==> config.mk <==
export PLATFORM = sky130hd
export DESIGN_NAME = branch_predictor_flat
export DESIGN_NICKNAME = d
export VERILOG_FILES = /design/src/rtl/branch_predictor_if.sv /design/src/rtl/branch_predictor.sv /design/src/flat_wrapper.sv
export SDC_FILE = /design/constraint.sdc
export NUM_CORES = 1
export LEC_CHECK = 0
export ABC_CLOCK_PERIOD_IN_PS = 7100
export CAP_MARGIN = 0
export CORE_MARGIN = 1.5
export CORE_UTILIZATION = 40
export DETAILED_ROUTE_END_ITERATION = 7
export PLACE_DENSITY = 0.55
export SLEW_MARGIN = 0
export SYNTH_ARGS = -nofsm -noshare
export SYNTH_HDL_FRONTEND = slang
export SYNTH_SLANG_ARGS = --single-unit
==> constraint.sdc <==
create_clock -name clk -period 7.1 [get_ports clk]
set_clock_uncertainty 0.2 [all_clocks]
set_input_delay 0.71 -clock clk [delete_from_list [all_inputs] [get_ports clk]]
set_output_delay 0.71 -clock clk [all_outputs]
set_load 0.02 [all_outputs]
==> src/rtl/branch_predictor_if.sv <==
// Fetch-side predictor bus: lookup PC in, prediction out, resolved-branch training in, stats out.
// Latency: lookup is combinational; training takes effect on the next clock edge.
// Backpressure: none; every update presented with upd_valid is accepted.
interface branch_predictor_if;
    logic [31:0] pc;
    logic        br_pred;
    logic [31:0] new_pc_pred;
    logic        upd_valid;
    logic [31:0] upd_pc;
    logic        upd_taken;
    logic [31:0] upd_target;
    logic        upd_mispred;
    logic [31:0] upd_count;
    logic [31:0] miss_count;

    modport master (
        output pc, upd_valid, upd_pc, upd_taken, upd_target, upd_mispred,
        input  br_pred, new_pc_pred, upd_count, miss_count
    );

    modport slave (
        input  pc, upd_valid, upd_pc, upd_taken, upd_target, upd_mispred,
        output br_pred, new_pc_pred, upd_count, miss_count
    );
endinterface

==> src/rtl/branch_predictor.sv <==
// Direct-mapped BTB with 2-bit saturating counters; predicts the next fetch PC.
// Latency: zero-cycle lookup on pc; updates visible the cycle after upd_valid (no bypass).
// Backpressure: none; the predictor holds no fetch-side state, so stalls do not affect it.
module branch_predictor #(
    parameter int IDX_BITS = 4
) (
    input logic               clk,
    input logic               reset,
    branch_predictor_if.slave bp
);
    localparam int N        = 1 << IDX_BITS;
    localparam int TAG_BITS = 30 - IDX_BITS;

    // Table state: registers so that one reset cycle clears every entry.
    logic                valid_q [N];
    logic [TAG_BITS-1:0] tag_q   [N];
    logic [31:0]         tgt_q   [N];
    logic [1:0]          ctr_q   [N];
    logic [31:0]         upd_count_q, upd_count_d;
    logic [31:0]         miss_count_q, miss_count_d;

    // Lookup side
    logic [IDX_BITS-1:0] l_idx;
    logic [TAG_BITS-1:0] l_tag;
    logic                l_hit;
    logic                l_pred;

    // Update side
    logic [IDX_BITS-1:0] u_idx;
    logic [TAG_BITS-1:0] u_tag;
    logic                u_hit;
    logic                ent_we;
    logic                ent_valid_d;
    logic [TAG_BITS-1:0] ent_tag_d;
    logic [31:0]         ent_tgt_d;
    logic [1:0]          ent_ctr_d;
    logic                upd_acc;

    // The low two PC bits never select an entry (word-aligned fetch).
    logic unused_pc_bits;
    assign unused_pc_bits = ^{bp.pc[1:0], bp.upd_pc[1:0]};

    assign l_idx = bp.pc[IDX_BITS+1:2];
    assign l_tag = bp.pc[31:IDX_BITS+2];
    assign u_idx = bp.upd_pc[IDX_BITS+1:2];
    assign u_tag = bp.upd_pc[31:IDX_BITS+2];

    // Combinational prediction from pre-update contents; valid gates the uninitialised fields.
    always_comb begin
        l_hit  = valid_q[l_idx] && (tag_q[l_idx] == l_tag);
        l_pred = l_hit && ctr_q[l_idx][1];
        bp.br_pred     = l_pred;
        bp.new_pc_pred = l_pred ? tgt_q[l_idx] : (bp.pc + 32'd4);
    end

    assign bp.upd_count  = upd_count_q;
    assign bp.miss_count = miss_count_q;

    // Next-state for the single entry addressed by the update, plus saturating stats.
    always_comb begin
        upd_acc     = bp.upd_valid;
        u_hit       = valid_q[u_idx] && (tag_q[u_idx] == u_tag);
        ent_we      = 1'b0;
        ent_valid_d = valid_q[u_idx];
        ent_tag_d   = tag_q[u_idx];
        ent_tgt_d   = tgt_q[u_idx];
        ent_ctr_d   = ctr_q[u_idx];
        if (upd_acc) begin
            if (u_hit) begin
                ent_we = 1'b1;
                if (bp.upd_taken) begin
                    ent_tgt_d = bp.upd_target;
                    if (ctr_q[u_idx] != 2'b11) ent_ctr_d = ctr_q[u_idx] + 2'd1;
                end else begin
                    if (ctr_q[u_idx] != 2'b00) ent_ctr_d = ctr_q[u_idx] - 2'd1;
                end
            end else if (bp.upd_taken) begin
                // Allocation overwrites whatever alias occupied the slot.
                ent_we      = 1'b1;
                ent_valid_d = 1'b1;
                ent_tag_d   = u_tag;
                ent_tgt_d   = bp.upd_target;
                ent_ctr_d   = 2'b10;
            end
        end

        upd_count_d  = upd_count_q;
        miss_count_d = miss_count_q;
        if (upd_acc && (upd_count_q != 32'hFFFF_FFFF))
            upd_count_d = upd_count_q + 32'd1;
        if (upd_acc && bp.upd_mispred && (miss_count_q != 32'hFFFF_FFFF))
            miss_count_d = miss_count_q + 32'd1;
    end

    // Table and stats registers; reset wins over any update presented in the same cycle.
    always_ff @(posedge clk) begin
        if (reset) begin
            for (int i = 0; i < N; i++) begin
                valid_q[i] <= 1'b0;
                ctr_q[i]   <= 2'b01;
            end
            upd_count_q  <= 32'd0;
            miss_count_q <= 32'd0;
        end else begin
            if (ent_we) begin
                valid_q[u_idx] <= ent_valid_d;
                tag_q[u_idx]   <= ent_tag_d;
                tgt_q[u_idx]   <= ent_tgt_d;
                ctr_q[u_idx]   <= ent_ctr_d;
            end
            upd_count_q  <= upd_count_d;
            miss_count_q <= miss_count_d;
        end
    end
endmodule

==> src/flat_wrapper.sv <==
// flat-port wrapper written by rule: the top's interface ports become plain ports
module branch_predictor_flat 
#(
    parameter int IDX_BITS = 4
)
  (clk, reset, bp_pc, bp_upd_valid, bp_upd_pc, bp_upd_taken, bp_upd_target, bp_upd_mispred, bp_br_pred, bp_new_pc_pred, bp_upd_count, bp_miss_count);
  branch_predictor_if bp_i ();
  input logic clk;
  input logic reset;
  input wire logic [$bits(bp_i.pc)-1:0] bp_pc;
  input wire logic [$bits(bp_i.upd_valid)-1:0] bp_upd_valid;
  input wire logic [$bits(bp_i.upd_pc)-1:0] bp_upd_pc;
  input wire logic [$bits(bp_i.upd_taken)-1:0] bp_upd_taken;
  input wire logic [$bits(bp_i.upd_target)-1:0] bp_upd_target;
  input wire logic [$bits(bp_i.upd_mispred)-1:0] bp_upd_mispred;
  output wire logic [$bits(bp_i.br_pred)-1:0] bp_br_pred;
  output wire logic [$bits(bp_i.new_pc_pred)-1:0] bp_new_pc_pred;
  output wire logic [$bits(bp_i.upd_count)-1:0] bp_upd_count;
  output wire logic [$bits(bp_i.miss_count)-1:0] bp_miss_count;
  assign bp_i.pc = bp_pc;
  assign bp_i.upd_valid = bp_upd_valid;
  assign bp_i.upd_pc = bp_upd_pc;
  assign bp_i.upd_taken = bp_upd_taken;
  assign bp_i.upd_target = bp_upd_target;
  assign bp_i.upd_mispred = bp_upd_mispred;
  assign bp_br_pred = bp_i.br_pred;
  assign bp_new_pc_pred = bp_i.new_pc_pred;
  assign bp_upd_count = bp_i.upd_count;
  assign bp_miss_count = bp_i.miss_count;
  branch_predictor #(.IDX_BITS(IDX_BITS)) u_core (.clk(clk), .reset(reset), .bp(bp_i));
endmodule
# == Word-level counts from Yosys, hierarchy flattened ==
# Memory sizes are Yosys's and may differ from the RTL's.
# Cells that the tools add are included.
# totals
reg_bits,64
latchBits,0
ramBits,976
romBits,0
input_bits,101
out_inout_bits,97
n_memories,4
# memory_table
name,depth,word_bits,rd,rd_ports_with_merged_regs,wr,line,source
u_core.tgt_q,16,32,1,0,1,branch_predictor.sv:17,logic [31:0] tgt_q [N];
u_core.tag_q,16,26,2,0,1,branch_predictor.sv:16,logic [TAG_BITS-1:0] tag_q [N];
u_core.ctr_q,16,2,2,0,16,branch_predictor.sv:18,logic [1:0] ctr_q [N];
u_core.valid_q,16,1,2,0,16,branch_predictor.sv:15,logic valid_q [N];
# classes
add_sub_neg,5
multipliers,0
n_div,0
n_lt_le_gt_ge,0
n_eq_ne,7
shifts,0
mux,29
bitwise,0
reduce_logical,10
# ops
cell,n
32-bit 2-to-1 mux,3
26-bit 2-to-1 mux,3
"32-bit by 1-bit adder with 32-bit output, second input constant",2
"32-bit inequality test, second input constant",2
26-bit == test,2
"32-bit by 3-bit adder with 32-bit output, second input constant",1
1-bit 2-to-1 mux,14
2-bit 2-to-1 mux,7
4-bit 2-to-1 mux,2
1-bit logical AND,6
"2-bit inequality test, second input constant",2
3-bit AND reduction,1
"2-bit by 1-bit adder with 2-bit output, second input constant",1
2-bit nonzero test,1
2-bit OR reduction,1
"2-bit by 1-bit subtractor with 2-bit output, second input constant",1
"1-bit inequality test, second input constant",1
1-bit OR reduction,1

# == Depth between registers and ports, before layout ==
# An unclocked memory read counts as a cell.
# logic_depth
word_depth,10
depth_mapped,18
depth_no_buf,10

# == Least setup slack after synthesis ==
# No wires, ideal clock.
# synth_path
kind,input to register
start,input port bp_upd_pc[3]
end,"memory u_core.tag_q[0][0] in the netlist's numbering, enable pin"
setup_time_ns,0.409
t_arrival_ns,4.878
t_required_ns,6.491
path_slack_ns,1.613
stages,13
cell_sequence,buf_4 buf_4 buf_2 buf_2 mux4_2 a221oi_1 a21oi_1 o31ai_1 o221ai_1 nor4_2 o211ai_1 clkbuf_1 nor2_1
# synth_between
elab_chain_len,8
word_cells_on_any_way,9
# synth_lines
item,line,source
start: declaration,flat_wrapper.sv:12,input wire logic [$bits(bp_i.upd_pc)-1:0] bp_upd_pc;
memory 16 x 26 bit,--,
26-bit == test,branch_predictor.sv:62,u_hit = valid_q[u_idx] && (tag_q[u_idx] == u_tag);
1-bit logical AND,branch_predictor.sv:62,
1-bit 2-to-1 mux,branch_predictor.sv:69,if (u_hit) begin
1-bit 2-to-1 mux,branch_predictor.sv:68,if (upd_acc) begin
1-bit 2-to-1 mux,branch_predictor.sv:105,if (ent_we) begin
1-bit 2-to-1 mux,branch_predictor.sv:97,if (reset) begin
1-bit 2-to-1 mux (implied by the code),branch_predictor.sv:107,tag_q[u_idx] <= ent_tag_d;
end: declaration,branch_predictor.sv:16,
# Parallel ways exist; a longest one is shown, timed or not.

# == Worst setup path after layout ==
# layout_path
start,input port bp_pc[2]
end,output port bp_new_pc_pred[28]
# layout_between
elab_chain_len,5
word_cells_on_any_way,9
# layout_lines
item,line,source
start: declaration,flat_wrapper.sv:10,input wire logic [$bits(bp_i.pc)-1:0] bp_pc;
memory 16 x 26 bit,--,
26-bit == test,branch_predictor.sv:50,l_hit = valid_q[l_idx] && (tag_q[l_idx] == l_tag);
1-bit logical AND,branch_predictor.sv:50,
1-bit logical AND,branch_predictor.sv:51,l_pred = l_hit && ctr_q[l_idx][1];
32-bit 2-to-1 mux (*),branch_predictor.sv:53,bp.new_pc_pred = l_pred ? tgt_q[l_idx] : (bp.pc + 32'd4);
end: declaration,flat_wrapper.sv:17,output wire logic [$bits(bp_i.new_pc_pred)-1:0] bp_new_pc_pred;
# Mark *: on every way between the ends. The rest lies on a longest branch, timed or not.

==> metrics.md <==
| Metric | Value |
|---|---|
| Fin. Hold Viols | `0` |
| Nets@finish | `2899` |
| Final-report max-slew violation count | `0` |
| Synth area leaders | `edfxtp_1 63%, mux4_2 19%, dfxtp_1 2.7%` |
| Slew margin rel. | `0.145` |
| Seq cells post-synth | `~1000` |
| Residual DRC | `0` |
| Vias in the first global route | `27000` |
| Worst Path Buf+Inv | `5` |
| Core Area | `116000 sq um` |
| Reg2Reg Launch Point | `u_core.tag_q[0][8]` |
| Global-route wire length before repair | `approximately 190 mm` |
| Netlist Area Pre-Place | `46600 sq um` |
| Startpoint class of the critical path | `input port` |
| CP max FO | `58` |
| Port Buffers | `slightly below 200` |
| Vias per inst | `5.97` |
| Ports | `198` |
| Cell Rows | `125` |
| Initial antenna violation count | `1` |
| Number of cells on the critical path | `12` |
| Starting Density | `0.402` |
| Routed WL | `134 mm` |
| Die width | `344 um` |
| Filler cells | `about 9700` |
| Actual slew at the worst max-slew pin | `around 1.2 ns` |
| Die area | `119000 sq um` |
| Avg Inst Size Synth | `18.2 sq um` |
| DP Wirelength | `just over 80 mm` |
| Sw frac | `0.226` |
| Crit Path Class | `in -> out` |
| Clk pwr share | `0.421` |
| Root Buffer | `clkbuf_16` |
| Pwr dens | `251 nW/um^2` |
| CP delay by family, top | `buffers and inverters` |
| Initial DRC count | `around 2700` |
| Crit share post-route | `0.932` |
| Worst Setup End Kind | `output port` |
| FMAX | `roughly 150 MHz` |
| H-tree depth | `3` |
| Crit path from | `bp_pc[2]` |
| R2R depth | `10` |
| TritonCTS Buffers | `109` |
| Vias | `26300` |
| Top-count cell post-synth | `edfxtp_1` |
| Final hold slack | `0.306 ns` |
| Min-Delay Path Class | `reg -> reg` |
| Peak VDD IR | `0.000248 V` |
| Area fraction of the dominant cell type after synthesis | `0.629` |
| CTS resizes | `0` |
| Layout area overhead | `16.8%` |
| Post-synth EDFFs | `976` |
| TritonCTS clock tree | `built` |
| Synth top cells by count | `976 x edfxtp_1, 394 x mux4_2, 151 x nor2_1, 95 x nand2_1, 93 x mux2i_1` |
| Count of cell types in the netlist | `69` |
| Fin crit period | `6.62 ns` |
| Avg WL per Cell | `30.3 um` |
| Gate power share | `0.080` |
| Total track usage | `0.226` |
| Req. time, crit path | `6.19 ns` |
| Critical path's largest stage delay | `between 0.6 and 0.7 ns` |
| Max Cap Violations | `0` |
| Final instance area | `54400 sq um` |
| CP Cell Sequence | `buf_8 > buf_4 > buf_4 > mux4_2 > mux4_2 > xnor2_1 > nand4_1 > nor2_1 > or4b_4 > buf_12 > a21oi_2 > clkdlybuf4s50_1` |
| Tot Pwr | `approximately 14 mW` |
| Reg2reg end | `u_core.tag_q[10][8]` |
| Ant diodes | `0` |
| Final Core Density | `0.470` |
| RSZ-0062 raised after global routing | `false` |
| Placed inst area | `between 50000 and 60000 sq um` |
| CP max-delay cell | `clkdlybuf4s50_1` |
| Post-synth ARST share | `0` |
| Gate Count Post-Synth | `2565` |
| Leakage Power | `roughly 17 nW` |
| Sequential share of the synthesized area | `0.656` |
| Clock latency on the worst-skew pair | `~0.71 ns` |
| Reg2reg setup slack | `~2.3 ns` |
| # setup viols final | `0` |
| Synth area leader | `edfxtp_1` |
| DRT Pass-1 Iters | `5` |
| Worst Setup EP | `bp_new_pc_pred[28]` |
| Data arrival time of the worst path | `5.71 ns` |
| GP Congestion | `0.866` |
| Layout cells sized above 1 | `0.257` |
| Remaining global-route overflow | `0` |
| Reg clk slew, reported paths | `around 0.060 ns` |
| Antenna Nets Post-Route | `0` |
| Hold_buf cts | `0` |
| TNS Setup | `0 ns` |
| Largest net degree at the start of global routing | `116` |
| Flop pwr share | `0.499` |
| Max Root-Sink Buffers | `3` |
| CTS Sinks | `1040` |
| Internal cell power | `10.6 mW` |
| Die Height | `344 um` |
| Sw Pwr | `roughly 3.1 mW` |
| Status | `complete, no violations` |
| Most used DFF post-synth | `edfxtp_1` |
| Post-CTS setup repair buffer count | `0` |
| Syn. warnings | `0` |
| Synth Net Count | `2669` |
-- flip-flops by register name, indices dropped and copies added, names as in the netlist --
signal / count
u_core.tgt_q: 512
u_core.tag_q: 416
u_core.valid_q: 16
u_core.ctr_q: 32
u_core.bp.miss_count: 32
u_core.bp.upd_count: 32
-- placed cells by master (no fill, tap or decap), types with 20 or more instances in the layout --
cell,n
edfxtp_1,976
mux4_2,394
clkdlybuf4s50_1,185
nor2_1,120
clkbuf_16,110
nand2_1,95
mux2i_1,93
buf_4,74
xnor2_1,66
dfxtp_1,64
a21oi_1,52
nand3_1,49
o21ai_0,45
xor2_1,45
nand4_1,39
or3_1,36
mux2_2,36
nor2_4,31
clkinv_1,27
clkbuf_1,26
inv_1,24
a22oi_1,23
buf_12,21
a21oi_2,20
-- final cells by class --
class,count,area (sq um),share of cell area
Multi-Input combinational cell,1332,15400,0.282
Clock buffer,136,2850,0.0523
Sequential cell,1040,30600,0.562
Clock inverter,66,758,0.0139
Tap cell,1524,1910,0.0350
Timing Repair Buffer,286,2890,0.0531
Inverter,26,97.6,0.00179
-- power groups by stage --
stage / clock [mW] / sequential (mW) / combinational (mW)
after global placement: 0 / 6.94 / 1.07
final: 5.75 / 6.82 / 1.09
after CTS: 5.87 / 6.82 / 1.10
after floorplan: 0 / 6.94 / 0.655
after detailed placement: 0 / 6.95 / 1.09
after global routing: 6.10 / 6.82 / 1.15
-- worst register-to-register path: stages, from the launching register on --
cell and delay (ns):
edfxtp_1 0.40, mux4_2 0.46, mux2i_1 0.55, a221oi_1 0.21
a31oi_1 0.24, a2111oi_0 0.10, nand4_1 0.15, nor4_2 0.05
buf_4 0.18, nor2_4 0.78, mux2i_1 1.12
-- through the flow --
| stage | cells | setup slack [ns] |
|---|---|---|
| floorplan | 2565 | 1.61 |
| global placement | 4208 | 0.430 |
| global route | 4410 | 0.275 |
| CTS | 4410 | 0.440 |
| detailed placement | 4208 | 0.446 |
| finish | 4410 | 0.485 |
-- layer usage --
| layer | global-route usage | share of wire |
|---|---|---|
| met1 | 0.309 | 0.42 |
| met2 | 0.371 | 0.49 |
| met3 | 0.0398 | 0.068 |
| met4 | 0.0673 | 0.027 |
| met5 | 0 | 0.000097 |
-- logic make-up (layout without fill, tap and decap cells) --
group | count (synthesis) | count (layout) | share of synthesized area
xor+xnor | 111 | 111 | 0.0209
buf+inv | 193 | 514 | 0.0195
compound gates | 229 | 229 | 0.0333
fa+ha+maj | 4 | 4 | 0.00102
mux | 526 | 526 | 0.221
simple gates | 462 | 462 | 0.0483
flops | 1040 | 1040 | 0.656
-- worst min path at each step --
stage	startpoint	endpoint	cells past startpoint
after global placement	u_core.bp.upd_count[19]	u_core.bp.upd_count[19]	2
after CTS	u_core.bp.miss_count[26]	u_core.bp.miss_count[26]	2
after floorplan	u_core.bp.upd_count[19]	u_core.bp.upd_count[19]	2
after detailed placement	u_core.bp.upd_count[19]	u_core.bp.upd_count[19]	2
final	u_core.bp.upd_count[31]	u_core.bp.upd_count[31]	2
after global routing	u_core.bp.upd_count[7]	u_core.bp.upd_count[7]	2
No activity file was read; power rests on OpenSTA's default activity.
